<file path="src/rtl/memory_unit_pkg.sv">
// -----------------------------------------------------------------------------
// memory_unit_pkg
//   Shared definitions for the 8-bit processor memory path.
//   - ADDR_W_DEF / DATA_W_DEF : default address and word widths
//   - RW_READ / RW_WRITE      : encoding of the read/write strobe, shared with
//                               the control unit so both sides agree on polarity
// -----------------------------------------------------------------------------
package memory_unit_pkg;

    localparam int unsigned ADDR_W_DEF = 4;
    localparam int unsigned DATA_W_DEF = 8;

    localparam logic RW_READ  = 1'b1;
    localparam logic RW_WRITE = 1'b0;

endpackage : memory_unit_pkg

</file>
<file path="src/rtl/memory_unit.sv">
// -----------------------------------------------------------------------------
// memory_unit
//   Single-port synchronous RAM (DEPTH x DATA_W) built from flops so the whole
//   array can be cleared by the asynchronous reset.
//
//   Ports:
//     clk          : system clock, all state changes on the rising edge
//     rst_n        : asynchronous active-low reset, clears array and output
//     address_bus  : word address shared by read and write
//     mem_enable   : access enable, 0 = idle (everything holds)
//     read_write   : 1 = read, 0 = write (sampled only when enabled)
//     data_bus_in  : write data
//     data_bus_out : registered read data, one clock of latency
// -----------------------------------------------------------------------------
module memory_unit
    import memory_unit_pkg::*;
#(
    parameter int unsigned ADDR_W = ADDR_W_DEF,
    parameter int unsigned DATA_W = DATA_W_DEF,
    parameter int unsigned DEPTH  = 2 ** ADDR_W
) (
    input  logic              clk,
    input  logic              rst_n,
    input  logic [ADDR_W-1:0] address_bus,
    input  logic              mem_enable,
    input  logic              read_write,
    input  logic [DATA_W-1:0] data_bus_in,
    output logic [DATA_W-1:0] data_bus_out
);

    logic [DATA_W-1:0] mem_q [DEPTH];
    logic [DATA_W-1:0] dout_q;
    logic [DATA_W-1:0] dout_d;
    logic              wr_en;

    assign wr_en = mem_enable && (read_write == RW_WRITE);

    // Output register only reloads on an enabled read; writes and idle hold it.
    always_comb begin
        dout_d = dout_q;
        if (mem_enable && (read_write == RW_READ)) begin
            dout_d = mem_q[address_bus];
        end
    end

    always_ff @(posedge clk or negedge rst_n) begin
        if (!rst_n) begin
            for (int unsigned i = 0; i < DEPTH; i++) begin
                mem_q[i] <= '0;
            end
            dout_q <= '0;
        end else begin
            if (wr_en) begin
                mem_q[address_bus] <= data_bus_in;
            end
            dout_q <= dout_d;
        end
    end

    assign data_bus_out = dout_q;

endmodule : memory_unit

</file>
<file path="config.mk">
export PLATFORM = sky130hd
export DESIGN_NAME = memory_unit
export DESIGN_NICKNAME = d
export VERILOG_FILES = /design/src/rtl/memory_unit_pkg.sv /design/src/rtl/memory_unit.sv
export SDC_FILE = /design/constraint.sdc
export NUM_CORES = 1
export LEC_CHECK = 0
export ABC_CLOCK_PERIOD_IN_PS = 1100
export CAP_MARGIN = 10
export CORE_MARGIN = 2
export CORE_UTILIZATION = 40
export CTS_BUF_LIST = sky130_fd_sc_hd__clkbuf_16
export DETAILED_ROUTE_END_ITERATION = 8
export PLACE_DENSITY = 0.64
export SYNTH_ARGS = -nofsm -noshare
export SYNTH_HDL_FRONTEND = slang
export SYNTH_SLANG_ARGS = --single-unit
</file>
<file path="constraint.sdc">
create_clock -name clk -period 1.1 [get_ports clk]
set_input_delay 0.22 -clock clk [delete_from_list [all_inputs] [get_ports clk]]
set_output_delay 0.22 -clock clk [all_outputs]
set_load 0.05 [all_outputs]
</file>
==> metrics.md, run 1 <==
| Metric | Value |
|---|---|
| Iter 0 DRT Violations | `roughly 220` |
| Crit-path slowest cell | `mux4_2` |
| Crit path kind | `reg2reg` |
| Post-synthesis sequential area ratio | `between 50% and 60%` |
| Status | `finished, violations left` |
| Power density cells | `between 1500 and 2000 nW/um^2` |
| Setup Viol. Count Final | `40` |
| CTS Buffer Depth | `2` |
| Util after Layout | `a little under three fifths` |
| Leading area contributor after synthesis | `dfrtp_1` |
| Clk root buf | `clkbuf_16` |
| Worst setup EP type | `register` |
| Achievable Freq | `approximately 750 MHz` |
| Fin area | `8408 um^2` |
| CTS tree | `built` |
| Mapped Nets | `about 420` |
| Wire per inst | `21.34 um` |
| Met1 Use GR | `between 20 and 30%` |
| Met3 Usage GRT | `under 10%` |
| Syn-to-layout area delta | `35.16%` |
| CP Depth | `3` |
| Hold_ws | `250.4 ps` |
| Mapped Cells | `between 400 and 500` |
| Synth Cell Area | `roughly 6200 um^2` |
| Global route overflow | `0` |
| Post-synth top area share | `between 50% and 60%` |
| Clock Skew | `about 3.7 ps` |
| Worst Path Required | `approximately 1400 ps` |
| Prevailing post-synth register cell | `dfrtp_1` |
| DIE AREA | `16,570 um^2` |
| CORE AREA | `around 15,000 um^2` |
| DP Area | `7448 um^2` |
| R2R depth | `3` |
| Vias in the first global route | `~4,100` |
| Detailed Route WL | `14,700 um` |
| Critical Path AT | `1620 ps` |
| Critical path buffers and inverters | `0` |
| P_leak | `approximately 0.0038 uW` |
| Vias per cell | `between 5 and 6` |
| Placer congestion estimate | `~0.78` |
| Slowest cell delay on critical path | `roughly 490 ps` |
| Ports | `24` |
| Async SR Flop Fraction | `100.0%` |
| Avg Synthesized Cell Area | `between 15 and 20 um^2` |
| Tightest Pin Transition | `approximately 400 ps` |
| Worst-path maximum fanout | `2` |
| Failing checks | `setup timing` |
| Peak supply drop | `between 1 and 1.5 mV` |
| Ordered list of cells on the worst path | `mux4_2 -> a22oi_2 -> a31oi_1` |
| Final Cycle Share | `121.5%` |
| Layout cell share with drive strength beyond 1 | `approximately three fifths` |
| DP Wirelength | `9758 um` |
| Clock sink count | `136` |
| Via count | `about 3,700` |
| Synth Register Bits | `roughly 140` |
| Clock Latency Late Sink | `~420 ps` |
| Largest net degree at the start of global routing | `31` |
| Starting Density | `between 40% and 50%` |
| Initial antenna violation count | `0` |
| Crit path max-delay family | `multiplexers` |
| CP Launch Type | `register` |
| Number of CTS-inserted buffers | `17` |
| RSZ-0062 raised after global routing | `yes` |
| Antenna cells | `0` |
| Slew headroom | `roughly three quarters` |
| Final worst slack | `-236.0 ps` |
| YS warnings | `0` |
| Cell variety after synth | `27` |
| GRT Max-Usage Layer | `met2` |
| GR Util All Layers | `roughly 20%` |
| Max-cap violations | `0` |
| I/O Buffers | `23` |
| Number of routed nets with antenna violations | `0` |
| First-pass iteration count of the detailed router | `4` |
| EDFF count, synth | `0` |
| Worst-path clk slew | `~60 ps` |
| Met2 GRT Util | `32.12%` |
| Nets | `slightly above 500` |
| Die width | `around 130 um` |
| Top cells by area, synth | `dfrtp_1, mux2_2, mux4_2` |
| Rows | `45` |
| DIE HEIGHT | `between 100 and 150 um` |
| Count of final hold-check violations | `0` |
| Min-Delay Path Class | `in2async` |
| # DRC | `0` |
| Tmin final | `about 1300 ps` |
| H-tree depth | `4` |
| Final Max Slew Viols | `0` |
| Global-route wire length before repair | `23,850 um` |
| FILL cells | `1,227` |
[final cells by class]
cell class / count / area, um^2 / area share [%]
clock buffers: 17 / 425.4 / 5.060
clock inverters: 14 / 254.0 / 3.021
multi-input cells: 238 / 2945 / 35.03
flip-flops and latches: 136 / 3406 / 40.51
well taps: 188 / 235.2 / 2.798
repair buffers: 96 / 1142 / 13.59
[flip-flops by register name (all words and copies together), names as in the netlist]
| signal | cells |
|---|---|
| mem_q | 128 |
| data_bus_out | 8 |
[Yosys cell counts (2+ instances only)]
cell type,instances
mux4_2,24
and2_1,2
mux2_2,127
o221a_1,8
buf_6,6
nand2_1,9
clkbuf_1,9
dfrtp_1,136
nor2b_1,6
nand2_2,9
buf_1,2
mux2i_1,16
a31oi_1,8
a22oi_1,8
buf_4,6
and4bb_4,2
nor2_1,10
and2b_1,2
buf_2,4
[where the power goes]
group          switching, uW  leakage (uW)  total (uW)  internal, uW
Sequential               532       0.00173        6500          5970
Combinational           1050       0.00179        2860          1820
Clock                   2120      0.000328        6560          4450
[cell usage in the layout (no fill, tap or decap), drive strengths merged]
master	count
dfrtp	136
mux2	128
buf	85
mux4	24
nand2	18
clkbuf	17
mux2i	16
nor2	11
o221a	8
a31oi	8
clkdlybuf4s50	8
a22oi	8
bufinv	7
nor2b	6
clkinv	5
and4bb	2
and2	2
clkinvlp	2
and2b	2
nand4b	1
or3b	1
nand3b	1
nor4b	1
nand2b	1
bufbuf	1
dlygate4sd3	1
clkdlybuf4s15	1
[repair_timing]
action | CTS | global route
buffers inserted | 8 | 3
endpoints found under the setup margin | 144 | 102
hold endpoints to repair | 123 | 0
hold buffers | 1 | 0
pin swaps | 9 | 4
gates resized for setup | 44 | 11
gates cloned | 1 | 0
[per-stage QoR]
step | setup slack (ps) | setup TNS, ps | std cells | power [uW]
final | -236.0 | -3435 | 689 | 15930
after global routing | -291.6 | -4927 | 689 | 16580
after CTS | -253.1 | -3043 | 686 | 16040
after detailed placement | -918.7 | -108540 | 645 | 9344
after global placement | -916.0 | -105810 | 645 | 9228
after floorplan | -341.5 | -20720 | 402 | 8222
[kinds of logic after synthesis]
family / count (synthesis) / synth area share [%]
AOI/OAI and AO/OA: 24 / 3.218
buffers and inverters: 28 / 3.037
DFF: 136 / 54.71
muxes: 168 / 34.43
and+or+nand+nor: 46 / 4.606
[worst paths after layout]
| check | startpoint | endpoint | slack [ps] |
|---|---|---|---|
| max | mem_q[114]$_DFFE_PN0P_ | data_bus_out[2]$_DFFE_PN0P_ | -240 |
| min | rst_n | mem_q[58]$_DFFE_PN0P_ | 250 |
| max reg2reg | mem_q[114]$_DFFE_PN0P_ | data_bus_out[2]$_DFFE_PN0P_ | -240 |
| min reg2reg | mem_q[89]$_DFFE_PN0P_ | mem_q[89]$_DFFE_PN0P_ | 500 |
| max in group asynchronous | rst_n | mem_q[54]$_DFFE_PN0P_ | 370 |
| min in group clk | mem_enable | data_bus_out[1]$_DFFE_PN0P_ | 430 |
[metal layers]
| metal | vias up | share of wire (%) |
|---|---|---|
| li1 | 1674 | - |
| met1 | 1964 | 43 |
| met2 | 83 | 51 |
| met3 | 25 | 3.7 |
| met4 | 0 | 2.6 |
| met5 | - | 0 |
No activity file was read; power rests on OpenSTA's default activity.
==> run 2, diff against run 1 <==
--- a/config.mk
+++ b/config.mk
@@ -11,7 +11,8 @@
 export CORE_UTILIZATION = 40
 export CTS_BUF_LIST = sky130_fd_sc_hd__clkbuf_16
 export DETAILED_ROUTE_END_ITERATION = 8
-export PLACE_DENSITY = 0.64
+export DONT_BUFFER_PORTS = 1
+export PLACE_DENSITY = 0.62
 export SYNTH_ARGS = -nofsm -noshare
 export SYNTH_HDL_FRONTEND = slang
 export SYNTH_SLANG_ARGS = --single-unit
==> run 2 against run 1 <==
Against the previous run: the flow finishes with violations (hold timing, setup timing); global-route usage up 0.13 points; combinational power decreased by 14%; setup slack worse by 50 ps; first-iteration DRC count up 44%; die area is the same; clock skew grew 4.1 ps; register-to-register slack lost 50 ps; count of clock-buffer cells in the layout is the same; hold slack worse by 750 ps; critical endpoint is now data_bus_out[6]$_DFFE_PN0P_.
==> metrics.md, run 2 (synthesis results as in run 1) <==
| Metric | Value |
|---|---|
| Status | `finished, violations left` |
| Failing checks | `hold timing, setup timing` |
| CP Depth | `4` |
| Vias in the first global route | `3,972` |
| Number of routed nets with antenna violations | `0` |
| Crit-path slowest cell | `mux4_2` |
| Total design power | `roughly 14,000 uW` |
| Commonest non-fill, non-tap cells in the layout | `dfrtp_1, mux2_2, mux2_4, buf_4, mux4_2` |
| First-pass iteration count of the detailed router | `4` |
| Min-Delay Path Class | `in2async` |
| Global route overflow | `0` |
| P_leak | `around 0.0035 uW` |
| Ordered list of cells on the worst path | `mux4_2 -> a22oi_2 -> buf_4 -> a31oi_1` |
| CORE AREA | `roughly 15,000 um^2` |
| FILL cells | `roughly 1,300` |
| Final Instance Count excl. Fillers | `approximately 650` |
| I/O Buffers | `0` |
| Power density cells | `roughly 1800 nW/um^2` |
| CTS Buffer Depth | `2` |
| Global-route wire length before repair | `23,600 um` |
| Worst-path clk slew | `approximately 60 ps` |
| Crit path max-delay family | `multiplexers` |
| Final Max Slew Viols | `0` |
| Critical Path AT | `between 1500 and 2000 ps` |
| Initial antenna violation count | `0` |
| Setup Viol. Count Final | `16` |
| Top reg by flops | `mem_q` |
| Clock sink count | `~140` |
| Syn-to-layout area delta | `21.46%` |
| # DRC | `0` |
| GR Util All Layers | `roughly a fifth` |
| Max-cap violations | `0` |
| Slowest cell delay on critical path | `approximately 480 ps` |
| Nets | `~460` |
| Clock Skew | `7.730 ps` |
| CTS tree | `built` |
| Achievable Freq | `between 700 and 800 MHz` |
| Largest net degree at the start of global routing | `137` |
| Placed insts | `about 600` |
| RSZ-0062 raised after global routing | `yes` |
| Layout cell share with drive strength beyond 1 | `52.62%` |
| Commonest non-fill, non-tap cell in the layout | `dfrtp_1` |
| Iter 0 DRT Violations | `between 300 and 400` |
| H-tree depth | `4` |
| Final worst slack | `-286.5 ps` |
| CP Launch Type | `register` |
| Tightest Pin Transition | `between 700 and 800 ps` |
| Vias per cell | `about 5.5` |
| Worst setup EP type | `register` |
| Detailed Route WL | `14,770 um` |
| Rows | `45` |
| Hold_ws | `-501.5 ps` |
| Antenna cells | `0` |
| Worst-path maximum fanout | `2` |
| Placer congestion estimate | `between 0.7 and 0.8` |
| Peak supply drop | `0.9814 mV` |
| Final Cycle Share | `126.0%` |
| Clk root buf | `clkbuf_16` |
| Starting Density | `about 41%` |
| Wire per inst | `between 20 and 25 um` |
| Tmin final | `approximately 1400 ps` |
| Ports | `24` |
| R2R depth | `4` |
| # hold bufs at CTS | `8` |
| Max reg flops | `128` |
| DIE HEIGHT | `128.7 um` |
| Count of final hold-check violations | `roughly 140` |
| Critical path buffers and inverters | `1` |
| Via count | `~3,600` |
| Crit path kind | `reg2reg` |
| DIE AREA | `16,570 um^2` |
| DP Wirelength | `just under 9000 um` |
| Worst Path Required | `~1400 ps` |
| Slew headroom | `about half` |
| Die width | `~130 um` |
| Multi-input logic area | `2873 um^2` |
| Number of CTS-inserted buffers | `17` |
| Clock Latency Late Sink | `420 ps` |
| Register Area | `roughly 3400 um^2` |
[run 2: what timing repair did]
item                                   in CTS  in global routing
setup endpoints to repair                  16                144
endpoints found under the hold margin     264                136
setup buffers                               4                  2
gates cloned                                0                  0
resized for setup                          11                  9
pin swaps                                   4                  1
[run 2: power breakdown]
group | internal [uW] | switching (uW) | leakage (uW)
Combinational | 1610 | 839 | 0.00152
Clock | 2740 | 1970 | 0.000247
Sequential | 5970 | 492 | 0.00173
[run 2: cell type report]
| type | count | share of cell area, % |
|---|---|---|
| Sequential cell | 136 | 45.04 |
| Multi-Input combinational cell | 238 | 38.02 |
| Timing Repair Buffer | 55 | 7.551 |
| Clock buffer | 17 | 5.630 |
| Tap cell | 188 | 3.113 |
| Clock inverter | 12 | 0.6458 |
[run 2: final timing paths]
check,endpoint,slack (ps),from
max,data_bus_out[6]$_DFFE_PN0P_,-290,mem_q[86]$_DFFE_PN0P_
min,mem_q[69]$_DFFE_PN0P_,-500,rst_n
max reg2reg,data_bus_out[6]$_DFFE_PN0P_,-290,mem_q[86]$_DFFE_PN0P_
min reg2reg,mem_q[123]$_DFFE_PN0P_,500,mem_q[123]$_DFFE_PN0P_
max in group asynchronous,mem_q[119]$_DFFE_PN0P_,1450,rst_n
min in group clk,data_bus_out[6]$_DFFE_PN0P_,160,address_bus[3]
[run 2: stage by stage]
step	hold slack [ps]	setup slack, ps	TNS, ps	util, %	cell area, um^2
detailed placement	-69.76	-327.7	-27370	45.30	6887
finish	-501.5	-286.5	-2578	49.70	7556
global route	-521.6	-321.8	-3198	49.70	7556
global placement	-69.10	-315.6	-26300	45.30	6887
floorplan	-75.59	-341.5	-20720	-	6471
CTS	-516.0	-290.1	-8272	49.44	7516
[run 2: metal layers]
layer	track usage, %	up-vias	part of all wire, %
li1	-	1594	-
met1	26.26	1889	46
met2	32.12	66	49
met3	4.574	13	4.2
met4	6.522	0	1.1
met5	0	-	0
==> run 3, diff against run 2 <==
--- a/config.mk
+++ b/config.mk
@@ -16,3 +16,4 @@
 export SYNTH_ARGS = -nofsm -noshare
 export SYNTH_HDL_FRONTEND = slang
 export SYNTH_SLANG_ARGS = --single-unit
+export TNS_END_PERCENT = 10
==> run 3 against run 2 <==
Against the previous run: the flow still finishes with violations (hold timing, setup timing); hold slack better by 1.3 ps; sequential share of layout area is 0.56 points higher; via count is 0.36% lower; global-route usage is 1.3 points lower; register-to-register slack better by 50 ps; critical path type unchanged; highest routed layer unchanged.
==> metrics.md, run 3 (synthesis results as in run 1) <==
| Metric | Value |
|---|---|
| Commonest non-fill, non-tap cell in the layout | `dfrtp_1` |
| Min-Delay Path Class | `in2async` |
| RR Endpoint | `data_bus_out[2]$_DFFE_PN0P_` |
| CTS tree | `built` |
| Placed insts | `roughly 590` |
| Final Max Slew Viols | `0` |
| DIE HEIGHT | `approximately 130 um` |
| Number of routed nets with antenna violations | `0` |
| Util after Layout | `49.09%` |
| Rows | `45` |
| CORE AREA | `~15,000 um^2` |
| Worst reg2reg startpoint | `mem_q[2]$_DFFE_PN0P_` |
| Power density cells | `roughly 2000 nW/um^2` |
| Vias per cell | `about 5.6` |
| H-tree depth | `4` |
| Starting Density | `about 41%` |
| RSZ-0062 raised after global routing | `yes` |
| I/O Buffers | `0` |
| CP Launch Type | `register` |
| Syn-to-layout area delta | `19.97%` |
| CTS Buffer Depth | `2` |
| Vias in the first global route | `3,806` |
| Top reg by flops | `mem_q` |
| Final Cycle Share | `121.1%` |
| Die width | `around 130 um` |
| Worst setup EP type | `register` |
| Antenna cells | `0` |
| Setup Viol. Count Final | `16` |
| # DRC | `0` |
| Reg2Reg Setup Slack | `-230 ps` |
| Worst Path Required | `~1400 ps` |
| Peak supply drop | `1.352 mV` |
| Count of final hold-check violations | `~140` |
| DP Wirelength | `between 8000 and 9000 um` |
| Worst-path maximum fanout | `2` |
| GR Util All Layers | `between 10% and 20%` |
| Tmin final | `about 1300 ps` |
| Ordered list of cells on the worst path | `mux4_2 -> a22oi_2 -> a31oi_1` |
| Slowest cell delay on critical path | `approximately 540 ps` |
| DIE AREA | `16,570 um^2` |
| Critical path buffers and inverters | `0` |
| Clk root buf | `clkbuf_16` |
| Setup WS pre-CTS | `-313.4 ps` |
| Clock Latency Late Sink | `between 400 and 500 ps` |
| Crit path kind | `reg2reg` |
| Layout cell share with drive strength beyond 1 | `51.89%` |
| Setup TNS | `-2305 ps` |
| Hold_ws | `-500.1 ps` |
| P_leak | `between 0.003 and 0.004 uW` |
| R2R depth | `3` |
| Max reg flops | `128` |
| Global-route wire length before repair | `roughly 23,000 um` |
| Global route overflow | `0` |
| Final Instance Count excl. Fillers | `~640` |
| Number of CTS-inserted buffers | `17` |
| Wire per inst | `between 20 and 25 um` |
| Crit-path slowest cell | `mux4_2` |
| Via count | `around 3,500` |
| Worst-path clk slew | `roughly 50 ps` |
| Clock sink count | `136` |
| # hold bufs at CTS | `8` |
| Iter 0 DRT Violations | `~210` |
| Critical Path AT | `1620 ps` |
| Initial antenna violation count | `0` |
| Largest net degree at the start of global routing | `~140` |
| Ports | `24` |
| First-pass iteration count of the detailed router | `4` |
| Final worst slack | `-232.6 ps` |
| Tightest Pin Transition | `between 600 and 700 ps` |
| Commonest non-fill, non-tap cells in the layout | `dfrtp_1, mux2_2, mux4_2, buf_4, clkbuf_16` |
| Achievable Freq | `roughly 750 MHz` |
| Slew headroom | `a little over half` |
| Placer congestion estimate | `about 0.78` |
| Max-cap violations | `0` |
| Clock Skew | `between 9 and 10 ps` |
| Nets | `approximately 450` |
| Status | `finished, violations left` |
| Detailed Route WL | `approximately 14,000 um` |
| Failing checks | `hold timing, setup timing` |
| Crit path max-delay family | `multiplexers` |
run 3: worst reg2reg max path, delay by kind of cell (launching register included):
family | cells | cell delay, ps
muxes | 1 | 540
DFF | 1 | 370
AOI/OAI and AO/OA | 2 | 290
run 3: repair_timing:
action	in CTS	in global routing
setup endpoints to repair	16	130
setup buffers	0	3
hold endpoints to repair	264	136
pin swaps	4	0
gates resized for setup	16	8
run 3: cell type report:
type	instances	area, um^2
clock buffers	17	425.4
clock inverters	15	193.9
fillers	1286	7739
multi-input cells	238	2725
flip-flops and latches	136	3403
well taps	188	235.2
repair buffers	43	480.5
run 3: metal layers:
metal | up-vias | global-route usage, % | share of wire, %
met3 | 18 | 4.200 | 2.8
met1 | 1914 | 24.86 | 46
met2 | 56 | 29.94 | 50
met4 | 0 | 5.946 | 1.6
met5 | - | 0 | 0
li1 | 1561 | - | -
run 3: report_power, final:
| group | switching [uW] | total (uW) | internal, uW |
|---|---|---|---|
| sequential | 480 | 6450 | 5960 |
| combinational | 816 | 2180 | 1370 |
| clock | 2060 | 6010 | 3950 |
run 3: worst max-delay path by stage:
stage	startpoint	to	slack, ps	cells past startpoint
2_1_floorplan	address_bus[0]	mem_q[24]$_DFFE_PN0P_	-340	5
3_3_place_gp	address_bus[1]	data_bus_out[3]$_DFFE_PN0P_	-310	3
3_5_place_dp	address_bus[1]	data_bus_out[5]$_DFFE_PN0P_	-310	3
4_1_cts	mem_q[5]$_DFFE_PN0P_	data_bus_out[5]$_DFFE_PN0P_	-230	3
5_1_grt	mem_q[34]$_DFFE_PN0P_	data_bus_out[2]$_DFFE_PN0P_	-280	3
6_report	mem_q[2]$_DFFE_PN0P_	data_bus_out[2]$_DFFE_PN0P_	-230	3
run 3: per-stage QoR:
| stage | instance area, um^2 | power, uW | hold WS, ps |
|---|---|---|---|
| global placement | 6651 | 8387 | -69.23 |
| finish | 7463 | 14640 | -500.1 |
| CTS | 7421 | 14730 | -518.4 |
| global route | 7463 | 15190 | -517.1 |
| detailed placement | 6651 | 8521 | -68.84 |
| floorplan | 6294 | 8059 | -75.59 |
